[src/rtl/regfile_write_ctrl_pkg.sv]
// ============================================================================
// Module : regfile_ctrl_pkg
// Brief  : Shared types, sizes and helpers for the register-file write control
// Rev    : 1.0  initial release
// ============================================================================
`default_nettype none

package regfile_ctrl_pkg;

    localparam int NUM_REGS = 4;
    localparam int RADDR_W  = 2;

    typedef enum logic [0:0] {
        S_RUN   = 1'b0,
        S_CLEAR = 1'b1
    } state_e;

    function automatic logic [NUM_REGS-1:0] onehot4(input logic [RADDR_W-1:0] addr);
        return NUM_REGS'(1) << addr;
    endfunction

endpackage

`default_nettype wire

[src/rtl/regfile_write_ctrl_if.sv]
// ============================================================================
// Module : regfile_write_ctrl_if
// Brief  : Requester bus, clear control and register-file write strobes
// Rev    : 1.0  initial release
// ============================================================================
`default_nettype none

interface regfile_write_ctrl_if #(
    parameter int NREQ = 3,
    parameter int DW   = 8
);
    import regfile_ctrl_pkg::*;

    logic [NREQ-1:0]         req_valid;
    logic [RADDR_W*NREQ-1:0] req_addr;
    logic [DW*NREQ-1:0]      req_data;
    logic [NREQ-1:0]         req_ready;
    logic                    clr_start;
    logic                    clr_busy;
    logic [DW-1:0]           rf_data;
    logic                    rf_load0;
    logic                    rf_load1;
    logic                    rf_load2;
    logic                    rf_load3;

    modport master (
        output req_valid, req_addr, req_data, clr_start,
        input  req_ready, clr_busy, rf_data, rf_load0, rf_load1, rf_load2, rf_load3
    );

    modport slave (
        input  req_valid, req_addr, req_data, clr_start,
        output req_ready, clr_busy, rf_data, rf_load0, rf_load1, rf_load2, rf_load3
    );

endinterface

`default_nettype wire

[src/rtl/regfile_write_ctrl_rr_arbiter.sv]
// ============================================================================
// Module : rr_arbiter
// Brief  : Combinational round-robin pick, search starts after last_grant
// Rev    : 1.0  initial release
// ============================================================================
`default_nettype none

module rr_arbiter #(
    parameter int N     = 3,
    parameter int IDX_W = (N > 1) ? $clog2(N) : 1
) (
    input  wire logic [N-1:0]     req,
    input  wire logic [IDX_W-1:0] last_grant,
    input  wire logic             enable,
    output logic      [N-1:0]     grant,
    output logic      [IDX_W-1:0] grant_idx
);

    int   w_idx;
    logic w_found;

    always_comb begin
        grant     = '0;
        grant_idx = '0;
        w_found   = 1'b0;
        w_idx     = 0;
        for (int off = 1; off <= N; off++) begin
            // last_grant < N and off <= N, so one subtraction is enough to wrap
            w_idx = int'(last_grant) + off;
            if (w_idx >= N) begin
                w_idx = w_idx - N;
            end
            if (enable && !w_found && req[IDX_W'(w_idx)]) begin
                grant[IDX_W'(w_idx)] = 1'b1;
                grant_idx            = IDX_W'(w_idx);
                w_found              = 1'b1;
            end
        end
    end

endmodule

`default_nettype wire

[src/rtl/regfile_write_ctrl.sv]
// ============================================================================
// Module : regfile_write_ctrl
// Brief  : Arbitrates requesters onto the register-file write port, runs clear
// Rev    : 1.0  initial release
// ============================================================================
`default_nettype none

module regfile_write_ctrl
    import regfile_ctrl_pkg::*;
#(
    parameter int NREQ = 3,
    parameter int DW   = 8
) (
    input wire logic             clk,
    input wire logic             reset_n,
    regfile_write_ctrl_if.slave  bus
);

    localparam int IDX_W = (NREQ > 1) ? $clog2(NREQ) : 1;

    state_e               r_state;
    logic [RADDR_W-1:0]   r_cnt;
    logic [IDX_W-1:0]     r_last_grant;
    logic [DW-1:0]        r_data;
    logic [NUM_REGS-1:0]  r_load;

    logic [NREQ-1:0]      w_grant;
    logic [IDX_W-1:0]     w_gidx;
    logic                 w_arb_en;
    logic [RADDR_W-1:0]   w_addr [NREQ];
    logic [DW-1:0]        w_data [NREQ];

    genvar gi;
    generate
        for (gi = 0; gi < NREQ; gi++) begin : g_unpack
            assign w_addr[gi] = bus.req_addr[RADDR_W*gi +: RADDR_W];
            assign w_data[gi] = bus.req_data[DW*gi +: DW];
        end
    endgenerate

    // Clear request wins over grants; reset_n gates ready while reset is held
    assign w_arb_en = reset_n && (r_state == S_RUN) && !bus.clr_start;

    rr_arbiter #(
        .N     (NREQ),
        .IDX_W (IDX_W)
    ) u_arb (
        .req        (bus.req_valid),
        .last_grant (r_last_grant),
        .enable     (w_arb_en),
        .grant      (w_grant),
        .grant_idx  (w_gidx)
    );

    always_ff @(posedge clk or negedge reset_n) begin
        if (!reset_n) begin
            r_state      <= S_RUN;
            r_cnt        <= '0;
            r_last_grant <= IDX_W'(NREQ - 1);
            r_data       <= '0;
            r_load       <= '0;
        end else begin
            case (r_state)
                S_RUN: begin
                    if (bus.clr_start) begin
                        r_state <= S_CLEAR;
                        r_cnt   <= '0;
                        r_load  <= '0;
                    end else if (|w_grant) begin
                        r_last_grant <= w_gidx;
                        r_data       <= w_data[w_gidx];
                        r_load       <= onehot4(w_addr[w_gidx]);
                    end else begin
                        r_load <= '0;
                    end
                end
                S_CLEAR: begin
                    r_data <= '0;
                    r_load <= onehot4(r_cnt);
                    r_cnt  <= r_cnt + 1'b1;
                    if (r_cnt == RADDR_W'(NUM_REGS - 1)) begin
                        r_state <= S_RUN;
                    end
                end
                default: begin
                    r_state <= S_RUN;
                    r_load  <= '0;
                end
            endcase
        end
    end

    assign bus.req_ready = w_grant;
    assign bus.clr_busy  = (r_state == S_CLEAR);
    assign bus.rf_data   = r_data;
    assign bus.rf_load0  = r_load[0];
    assign bus.rf_load1  = r_load[1];
    assign bus.rf_load2  = r_load[2];
    assign bus.rf_load3  = r_load[3];

endmodule

`default_nettype wire

[src/flat_wrapper.sv]
// flat-port wrapper written by rule: the top's interface ports become plain ports
module regfile_write_ctrl_flat import regfile_ctrl_pkg::*;
#(
    parameter int NREQ = 3,
    parameter int DW   = 8
)
  (clk, reset_n, bus_req_valid, bus_req_addr, bus_req_data, bus_clr_start, bus_req_ready, bus_clr_busy, bus_rf_data, bus_rf_load0, bus_rf_load1, bus_rf_load2, bus_rf_load3);
  regfile_write_ctrl_if #(.NREQ(NREQ), .DW(DW)) bus_i ();
  input wire logic clk;
  input wire logic reset_n;
  input wire logic [$bits(bus_i.req_valid)-1:0] bus_req_valid;
  input wire logic [$bits(bus_i.req_addr)-1:0] bus_req_addr;
  input wire logic [$bits(bus_i.req_data)-1:0] bus_req_data;
  input wire logic [$bits(bus_i.clr_start)-1:0] bus_clr_start;
  output wire logic [$bits(bus_i.req_ready)-1:0] bus_req_ready;
  output wire logic [$bits(bus_i.clr_busy)-1:0] bus_clr_busy;
  output wire logic [$bits(bus_i.rf_data)-1:0] bus_rf_data;
  output wire logic [$bits(bus_i.rf_load0)-1:0] bus_rf_load0;
  output wire logic [$bits(bus_i.rf_load1)-1:0] bus_rf_load1;
  output wire logic [$bits(bus_i.rf_load2)-1:0] bus_rf_load2;
  output wire logic [$bits(bus_i.rf_load3)-1:0] bus_rf_load3;
  assign bus_i.req_valid = bus_req_valid;
  assign bus_i.req_addr = bus_req_addr;
  assign bus_i.req_data = bus_req_data;
  assign bus_i.clr_start = bus_clr_start;
  assign bus_req_ready = bus_i.req_ready;
  assign bus_clr_busy = bus_i.clr_busy;
  assign bus_rf_data = bus_i.rf_data;
  assign bus_rf_load0 = bus_i.rf_load0;
  assign bus_rf_load1 = bus_i.rf_load1;
  assign bus_rf_load2 = bus_i.rf_load2;
  assign bus_rf_load3 = bus_i.rf_load3;
  regfile_write_ctrl #(.NREQ(NREQ), .DW(DW)) u_core (.clk(clk), .reset_n(reset_n), .bus(bus_i));
endmodule
[config.mk]
export PLATFORM = sky130hd
export DESIGN_NAME = regfile_write_ctrl_flat
export DESIGN_NICKNAME = d
export VERILOG_FILES = /design/src/rtl/regfile_write_ctrl_pkg.sv /design/src/rtl/regfile_write_ctrl_if.sv /design/src/rtl/regfile_write_ctrl_rr_arbiter.sv /design/src/rtl/regfile_write_ctrl.sv /design/src/flat_wrapper.sv
export SDC_FILE = /design/constraint.sdc
export NUM_CORES = 1
export LEC_CHECK = 0
export ABC_AREA = 1
export ABC_CLOCK_PERIOD_IN_PS = 2130
export CAP_MARGIN = 15
export CORE_MARGIN = 2
export CORE_UTILIZATION = 35
export DETAILED_ROUTE_END_ITERATION = 12
export MAX_ROUTING_LAYER = met4
export PLACE_DENSITY = 0.67
export SYNTH_ARGS = -nofsm -noshare
export SYNTH_HDL_FRONTEND = slang
export SYNTH_SLANG_ARGS = --single-unit
export TNS_END_PERCENT = 50
[constraint.sdc]
create_clock -name clk -period 2.13 [get_ports clk]
set_input_delay 0.426 -clock clk [delete_from_list [all_inputs] [get_ports clk]]
set_output_delay 0.426 -clock clk [all_outputs]
set_load 0.02 [all_outputs]
==> Flow_metrics.wiki, run 1 <==
{| class="wikitable"
! Metric !! Value
|-
| Crit-path slowest cell || dfstp_2
|-
| Syn Nets || 251
|-
| Iteration-0 DRC Markers || 47
|-
| Worst clock skew on the final layout || 0.006510 ns
|-
| Cell depth of the worst flop-to-flop path || 16
|-
| Gr busiest metal || met2
|-
| Crit-path cells || inv_4 -> ha_4 -> inv_4 -> nand2_2 -> nand2_2 -> nand2_2 -> nand2_2 -> nor2_4 -> nand2_4 -> o21ai_4 -> nor2_4 -> inv_2 -> buf_6
|-
| Synth Instances || 205
|-
| Pin count of the biggest net entering global routing || 18
|-
| Yosys warning total || 0
|-
| Count of distinct cell types in the synthesized netlist || 28
|-
| Buf+Inv Stages, Crit Path || 4
|-
| WL final || 4591 um
|-
| Reg2Reg Setup Slack || -0.22 ns
|-
| Diodes inserted || 0
|-
| Area of the die || 4894 um^2
|-
| Portion of synthesized cell area occupied by the leading cell type || 26.29%
|-
| GPL Wtd Cong || 0.8935
|-
| Flop and latch count out of synthesis || 17
|-
| Worst Path Max Fanout || 6
|-
| Failing checks || negative setup slack
|-
| Core area || 4086 um^2
|-
| Register clock-pin slew on the reported worst setup and hold paths || 0.07 ns
|-
| Most frequent CP cell || nand2_2
|-
| Area after detailed placement || 2285 um^2
|-
| Type of origin of the critical path || flop
|-
| Number of design rule violations left after detail routing || 0
|-
| Overall global routing resource usage || 18.83%
|-
| Most used flip-flop cell after synthesis || dfrtp_1
|-
| Yosys top cell by area || dfrtp_1
|-
| Period utilisation layout || 116.0%
|-
| Number of synthesized flops with an enable pin || 0
|-
| Most frequent standard cell in the layout excluding fill and tap cells || clkdlybuf4s50_1
|-
| Share of cells above drive strength 1 || 33.22%
|-
| Final-layout fill cell count || 335
|-
| Critical path origin || u_core.r_last_grant[1]
|-
| Seq/Total Area, Yosys || 28.02%
|-
| Vias in the first global route || 1579
|-
| Outcome || finished with violations
|-
| Share of flip-flops with an asynchronous set or reset after synthesis || 100.0%
|-
| CTS tree || built
|-
| Final setup viols || 17
|-
| Clock Sink Count || 17
|-
| Longest individual stage delay on the worst path || 0.56 ns
|-
| Reported leakage power || 0.001259 uW
|-
| Chip height || 69.96 um
|-
| Clock insertion delay at the later pin of the skew report || 0.26 ns
|-
| Placement Rows || 23
|-
| Power density normalized to cell area || 1022 nW/um^2
|-
| Number of buffers added by the clock tree synthesis step || 3
|-
| Post-route standard cell area excluding fillers || 2654 um^2
|-
| End of the worst register-to-register path || u_core.bus.rf_data[3]
|-
| Time the final worst path needs with I/O delays and setup || 2.470 ns
|-
| Number of iterations in the first detailed-routing pass || 4
|-
| Initial core utilization || 37.26%
|-
| Number of hold buffers added after cts || 0
|-
| Fraction of met3 tracks used by global routing || 3.896%
|-
| Wire length of the first global-routing pass || 7424 um
|-
| Final number of hold-violating endpoints || 0
|-
| HPWL Detailed || 2973 um
|-
| Max-slew headroom at the worst pin || 82.21%
|-
| IO Pins || 52
|-
| Root buffer cell || clkbuf_8
|-
| Critical path type || reg -> out
|-
| Vias per Instance || 4.875
|-
| Hold EP || u_core.r_cnt[0]
|-
| Met2 Usage GRT || 29.21%
|-
| Count of buffers from port buffering || 51
|-
| Worst-margin pin slew || 0.2652 ns
|-
| Cell family with most CP delay || flip-flops
|-
| Avg WL per Cell || 13.31 um
|-
| Most frequent cells in the layout || clkdlybuf4s50_1, nand2_1, nand3_1, buf_4, inv_1
|-
| RSZ-0062 raised after global routing || yes
|-
| Type of element capturing the critical path || output pin
|-
| Max capacitance violation total || 0
|-
| Vias after detailed routing || 1682
|-
| Maximum vdd ir drop || 410.5 uV
|-
| Initial antenna violation count || 0
|-
| Syn avg cell area || 7.428 um^2
|-
| Min Hold Slack || 0.5420 ns
|-
| Worst reg2reg startpoint || u_core.r_last_grant[1]
|-
| Hold Crit Start || u_core.r_cnt[0]
|-
| Number of buffers between clock root and the deepest sink || 2
|-
| Antenna Nets Post-Route || 0
|-
| Horiz. Die Dim || 69.96 um
|-
| Total gr overflow || 0
|-
| Mapped Area || 1523 um^2
|-
| Setup ws final || -0.3398 ns
|-
| Final layout net count || 342
|-
| Data arrival time at the worst-slack endpoint || 2.04 ns
|-
| CP Data Required Time || 1.70 ns
|-
| Worst hold path depth || 1
|-
| Timing-limited maximum frequency || 404.9 MHz
|-
| Global routing met1 resource utilization || 25.77%
|-
| Number of max-slew violations in the final report || 0
|-
| Layout overhead on the synthesized area || 74.28%
|-
| Min-delay worst type || reg -> reg
|-
| Count of H-tree levels built during CTS || 1
|-
| Ranking of synthesized cells by area || dfrtp_1, nand3_1, nand2_1, ha_1, inv_1
|}
-- state kept, by name (all words and copies together) (netlist names) --
signal,cells
u_core.r_load,4
u_core.bus.clr_busy,1
u_core.r_cnt,2
u_core.bus.rf_data,8
u_core.r_last_grant,2
-- routing by layer --
layer	vias to the layer above	share of wire (%)
li1	865	-
met1	764	46
met2	50	49
met3	3	5.0
met4	0	0.26
met5	-	0
-- worst reg2reg max path, stage by stage, from the launching register on --
cell,delay (ns)
dfstp_2,0.56
inv_4,0.05
ha_4,0.26
buf_4,0.15
nand3_4,0.08
nand2_4,0.07
buf_4,0.14
nand3_1,0.07
nand2_1,0.06
inv_2,0.07
nand2_4,0.05
buf_4,0.14
nor2_8,0.15
buf_6,0.14
nand2_8,0.07
nand3_1,0.09
nand3_1,0.09
-- layout make-up --
cell class                      count  area (um^2)  share of cell area, %
Tap cell                           50        62.56                  2.357
Clock inverter                      1        5.005                 0.1886
Sequential cell                    17        426.7                  16.08
Multi-Input combinational cell    154         1097                  41.35
Timing Repair Buffer               90        890.9                  33.57
Clock buffer                        3        41.29                  1.556
Inverter                           30        130.1                  4.903
-- synthesized netlist by cell type (all sizes together), types with 7 or more instances --
master and count:
nand2 58, buf 7, nand3 45, o21ai 14, nor2 7, inv 29
nand4 14, ha 10, dfrtp 16
-- power breakdown --
part           total (uW)  switching, uW  internal [uW]
Clock                 247            117            130
Sequential            501           68.7            432
Combinational        1960           1040            923
-- per-stage QoR --
step / std cells / power (uW) / worst slack [ns] / util, % / setup TNS [ns]
after floorplan: 205 / 1452 / -0.04055 / - / -0.04055
after global placement: 326 / 2088 / -0.5481 / 55.91 / -3.013
after detailed placement: 326 / 2109 / -0.5817 / 55.91 / -3.401
after CTS: 338 / 2564 / -0.3431 / 62.00 / -3.333
after global routing: 345 / 2901 / -0.4281 / 64.94 / -5.485
final: 345 / 2712 / -0.3398 / 64.94 / -3.409
-- timing repair --
| item | in CTS | in global routing |
|---|---|---|
| setup endpoints to repair | 17 | 17 |
| pin swaps | 21 | 8 |
| resized for setup | 43 | 14 |
| cloned | 4 | 0 |
| setup buffers | 5 | 7 |
-- kinds of logic (layout without fill, tap and decap cells) --
logic type	Yosys count	in the layout	synth area share, %
AO/OA/AOI/OAI	16	16	6.492
flip-flops	17	17	28.02
AND/OR/NAND/NOR	125	128	45.36
adder cells (fa/ha/maj)	10	10	8.217
buffers and inverters	37	124	11.91
-- how the worst max path moves through the flow --
stage,to,slack [ns],cells after the start
after floorplan,bus_req_ready[1],-0.04,11
after global placement,bus_req_ready[1],-0.55,9
after detailed placement,bus_req_ready[1],-0.58,9
after CTS,bus_req_ready[1],-0.34,13
after global routing,bus_req_ready[1],-0.43,12
final,bus_req_ready[1],-0.34,13
Note: power is estimated with default switching activity, not from simulation.
==> run 2: changes to the inputs <==
--- a/config.mk
+++ b/config.mk
@@ -11,6 +11,7 @@
 export CORE_MARGIN = 2
 export CORE_UTILIZATION = 35
 export DETAILED_ROUTE_END_ITERATION = 12
+export HOLD_SLACK_MARGIN = 0.1
 export MAX_ROUTING_LAYER = met4
 export PLACE_DENSITY = 0.67
 export SYNTH_ARGS = -nofsm -noshare
==> results of run 2 <==
No change in the layout: final DEF, timing and power equal those of run 1.
==> run 3: changes to the inputs <==
--- a/config.mk
+++ b/config.mk
@@ -8,12 +8,14 @@
 export ABC_AREA = 1
 export ABC_CLOCK_PERIOD_IN_PS = 2130
 export CAP_MARGIN = 15
+export CORE_ASPECT_RATIO = 0.6
 export CORE_MARGIN = 2
 export CORE_UTILIZATION = 35
 export DETAILED_ROUTE_END_ITERATION = 12
 export HOLD_SLACK_MARGIN = 0.1
 export MAX_ROUTING_LAYER = met4
 export PLACE_DENSITY = 0.67
+export SETUP_SLACK_MARGIN = 0.15
 export SYNTH_ARGS = -nofsm -noshare
 export SYNTH_HDL_FRONTEND = slang
 export SYNTH_SLANG_ARGS = --single-unit
==> Flow_metrics.wiki, run 3 (synthesis gave the netlist of run 1 again) <==
{| class="wikitable"
! Metric !! Value
|-
| Vias per Instance || 4.817 (-1.2%)
|-
| Final total negative setup slack || -4.204 ns (-0.7951 ns)
|-
| Critical path type || reg -> out
|-
| CTS tree || built
|-
| Outcome || finished with violations
|-
| Layout overhead on the synthesized area || 73.29%
|-
| Core area || 4144 um^2 (+1.4%)
|-
| Share of cells above drive strength 1 || 30.74% (-2.5 points)
|-
| Number of buffers between clock root and the deepest sink || 2 (unchanged)
|-
| Count of buffers from port buffering || 51 (unchanged)
|-
| RSZ-0062 raised after global routing || yes
|-
| Number of buffers added by the clock tree synthesis step || 3 (unchanged)
|-
| Reported leakage power || 0.001254 uW (-0.33%)
|-
| Antenna Nets Post-Route || 0 (unchanged)
|-
| GPL Wtd Cong || 0.8416 (-5.8%)
|-
| Number of design rule violations left after detail routing || 0 (unchanged)
|-
| Count of H-tree levels built during CTS || 1 (unchanged)
|-
| Min-delay worst type || reg -> reg
|-
| Post-place setup slack || -0.5753 ns (+0.006415 ns)
|-
| IO Pins || 52 (unchanged)
|-
| Clock insertion delay at the later pin of the skew report || 0.26 ns (about the same)
|-
| Most frequent cells in the layout || clkdlybuf4s50_1, nand2_1, nand3_1, buf_4, inv_1
|-
| Maximum vdd ir drop || 357.3 uV (-13%)
|-
| Clock Sink Count || 17 (unchanged)
|-
| # placed instances || 337 (+3.4%)
|-
| Max FFs per register || 8 (unchanged)
|-
| Overall global routing resource usage || 20.23% (+1.4 points)
|-
| Most frequent standard cell in the layout excluding fill and tap cells || clkdlybuf4s50_1
|-
| Area after detailed placement || 2292 um^2 (+0.33%)
|-
| Worst-margin pin slew || 0.2556 ns (-0.009561 ns)
|-
| Initial antenna violation count || 0 (unchanged)
|-
| Period utilisation layout || 116.4% (+0.41 points)
|-
| Time the final worst path needs with I/O delays and setup || 2.479 ns (+0.008761 ns)
|-
| Worst hold path depth || 1 (unchanged)
|-
| Worst Path Max Fanout || 6 (unchanged)
|-
| Vias in the first global route || 1522 (-3.6%)
|-
| Cell depth of the worst flop-to-flop path || 16 (unchanged)
|-
| Total gr overflow || 0 (unchanged)
|-
| Chip height || 55.09 um (-21%)
|-
| Root buffer cell || clkbuf_8
|-
| Pin count of the biggest net entering global routing || 18 (unchanged)
|-
| Register clock-pin slew on the reported worst setup and hold paths || 0.07 ns (about the same)
|-
| Number of non-filler instances in the completed layout || 356 (+3.2%)
|-
| Wire length of the first global-routing pass || 7169 um (-3.4%)
|-
| Data arrival time at the worst-slack endpoint || 2.05 ns (about the same)
|-
| Setup ws final || -0.3486 ns (-0.008761 ns)
|-
| Placement Rows || 18 (-22%)
|-
| Iteration-0 DRC Markers || 125 (+170%)
|-
| Power density normalized to cell area || 1062 nW/um^2 (+3.9%)
|-
| Area of the die || 4911 um^2 (+0.34%)
|-
| CP Data Required Time || 1.70 ns (about the same)
|-
| Initial core utilization || 36.75% (-0.52 points)
|-
| Diodes inserted || 0 (unchanged)
|-
| Type of element capturing the critical path || output pin
|-
| Max capacitance violation total || 0 (unchanged)
|-
| Final layout net count || 343 (+0.29%)
|-
| Max-slew headroom at the worst pin || 82.85% (+0.64 points)
|-
| HPWL Detailed || 3225 um (+8.5%)
|-
| Min Hold Slack || 0.5486 ns (+0.006618 ns)
|-
| Timing-limited maximum frequency || 403.5 MHz (-0.35%)
|-
| Horiz. Die Dim || 89.15 um (+27%)
|-
| Failing checks || negative setup slack
|-
| Post-route standard cell area excluding fillers || 2639 um^2 (-0.57%)
|-
| Final number of hold-violating endpoints || 0 (unchanged)
|-
| Number of max-slew violations in the final report || 0 (unchanged)
|-
| Type of origin of the critical path || flop
|-
| Number of hold buffers added after cts || 0 (unchanged)
|-
| Worst clock skew on the final layout || 0.005948 ns (-0.0005611 ns)
|-
| Number of iterations in the first detailed-routing pass || 4 (unchanged)
|-
| Vias after detailed routing || 1715 (+2.0%)
|-
| WL final || 4581 um (-0.22%)
|-
| Avg WL per Cell || 12.87 um (-3.3%)
|-
| Final setup viols || 17 (unchanged)
|}
## run 3: cell types whose count changed in the layout (fill, tap and decap cells not counted), sizes merged
| cell | delta |
|---|---|
| buf | +3 |
| nand2 | -2 |
| clkinv | -1 |
| inv | +1 |
## run 3: worst paths after layout
kind | startpoint | to | slack [ns]
min in group asynchronous | reset_n | u_core.r_load[1] | 0.59
worst max-delay path | u_core.r_last_grant[1] | bus_req_ready[1] | -0.35
worst max register to register | u_core.r_last_grant[1] | u_core.bus.rf_data[7] | -0.30
worst min register to register | u_core.r_cnt[0] | u_core.r_cnt[0] | 0.55
max in group asynchronous | reset_n | u_core.r_last_grant[1] | 1.28
worst min-delay path | u_core.r_cnt[0] | u_core.r_cnt[0] | 0.55
## run 3: routing by layer
metal,GRT usage (%),vias to the layer above,wire length [um]
met5,-,-,0
met4,3.234,0,60
met3,4.451,11,294
met2,32.84,64,2014
met1,26.78,777,2212
li1,-,863,-
## run 3: critical path, cell delays in order, from the launching register on
cell and delay [ns]:
dfstp_2 0.57, inv_4 0.06, ha_4 0.27, inv_4 0.08
nand2_2 0.06, nand3_2 0.07, nand2_2 0.06, nor2_4 0.16
and3_1 0.25, nor2_4 0.06, inv_2 0.05, buf_6 0.10
## run 3: stage by stage
stage,total power [uW],util [%]
2_1_floorplan,1452,-
3_3_place_gp,2111,55.31
3_5_place_dp,2132,55.31
4_1_cts,2680,62.35
5_1_grt,3003,63.68
6_report,2801,63.68
## run 3: final cells by class
class                      instances  area (um^2)
fill                             352         1505
multi-input combinational        152         1036
timing repair buffer              93        934.6
sequential                        17        426.7
inverter                          30        120.1
tap                               60        75.07
clock buffer                       3        41.29
clock inverter                     1        5.005
## run 3: what timing repair did
| item | in CTS | in global routing |
|---|---|---|
| resized for setup | 38 | 10 |
| pin swaps | 10 | 8 |
| hold endpoints to repair | 0 | 0 |
| cloned | 3 | 0 |
| setup endpoints to repair | 17 | 17 |
| setup buffers | 10 | 2 |
## run 3: where the power goes
group / switching (uW) / internal (uW) / leakage, uW
registers: 72.1 / 432 / 0.000222
clock network: 114 / 130 / 0.0000255
logic: 1040 / 1010 / 0.00101
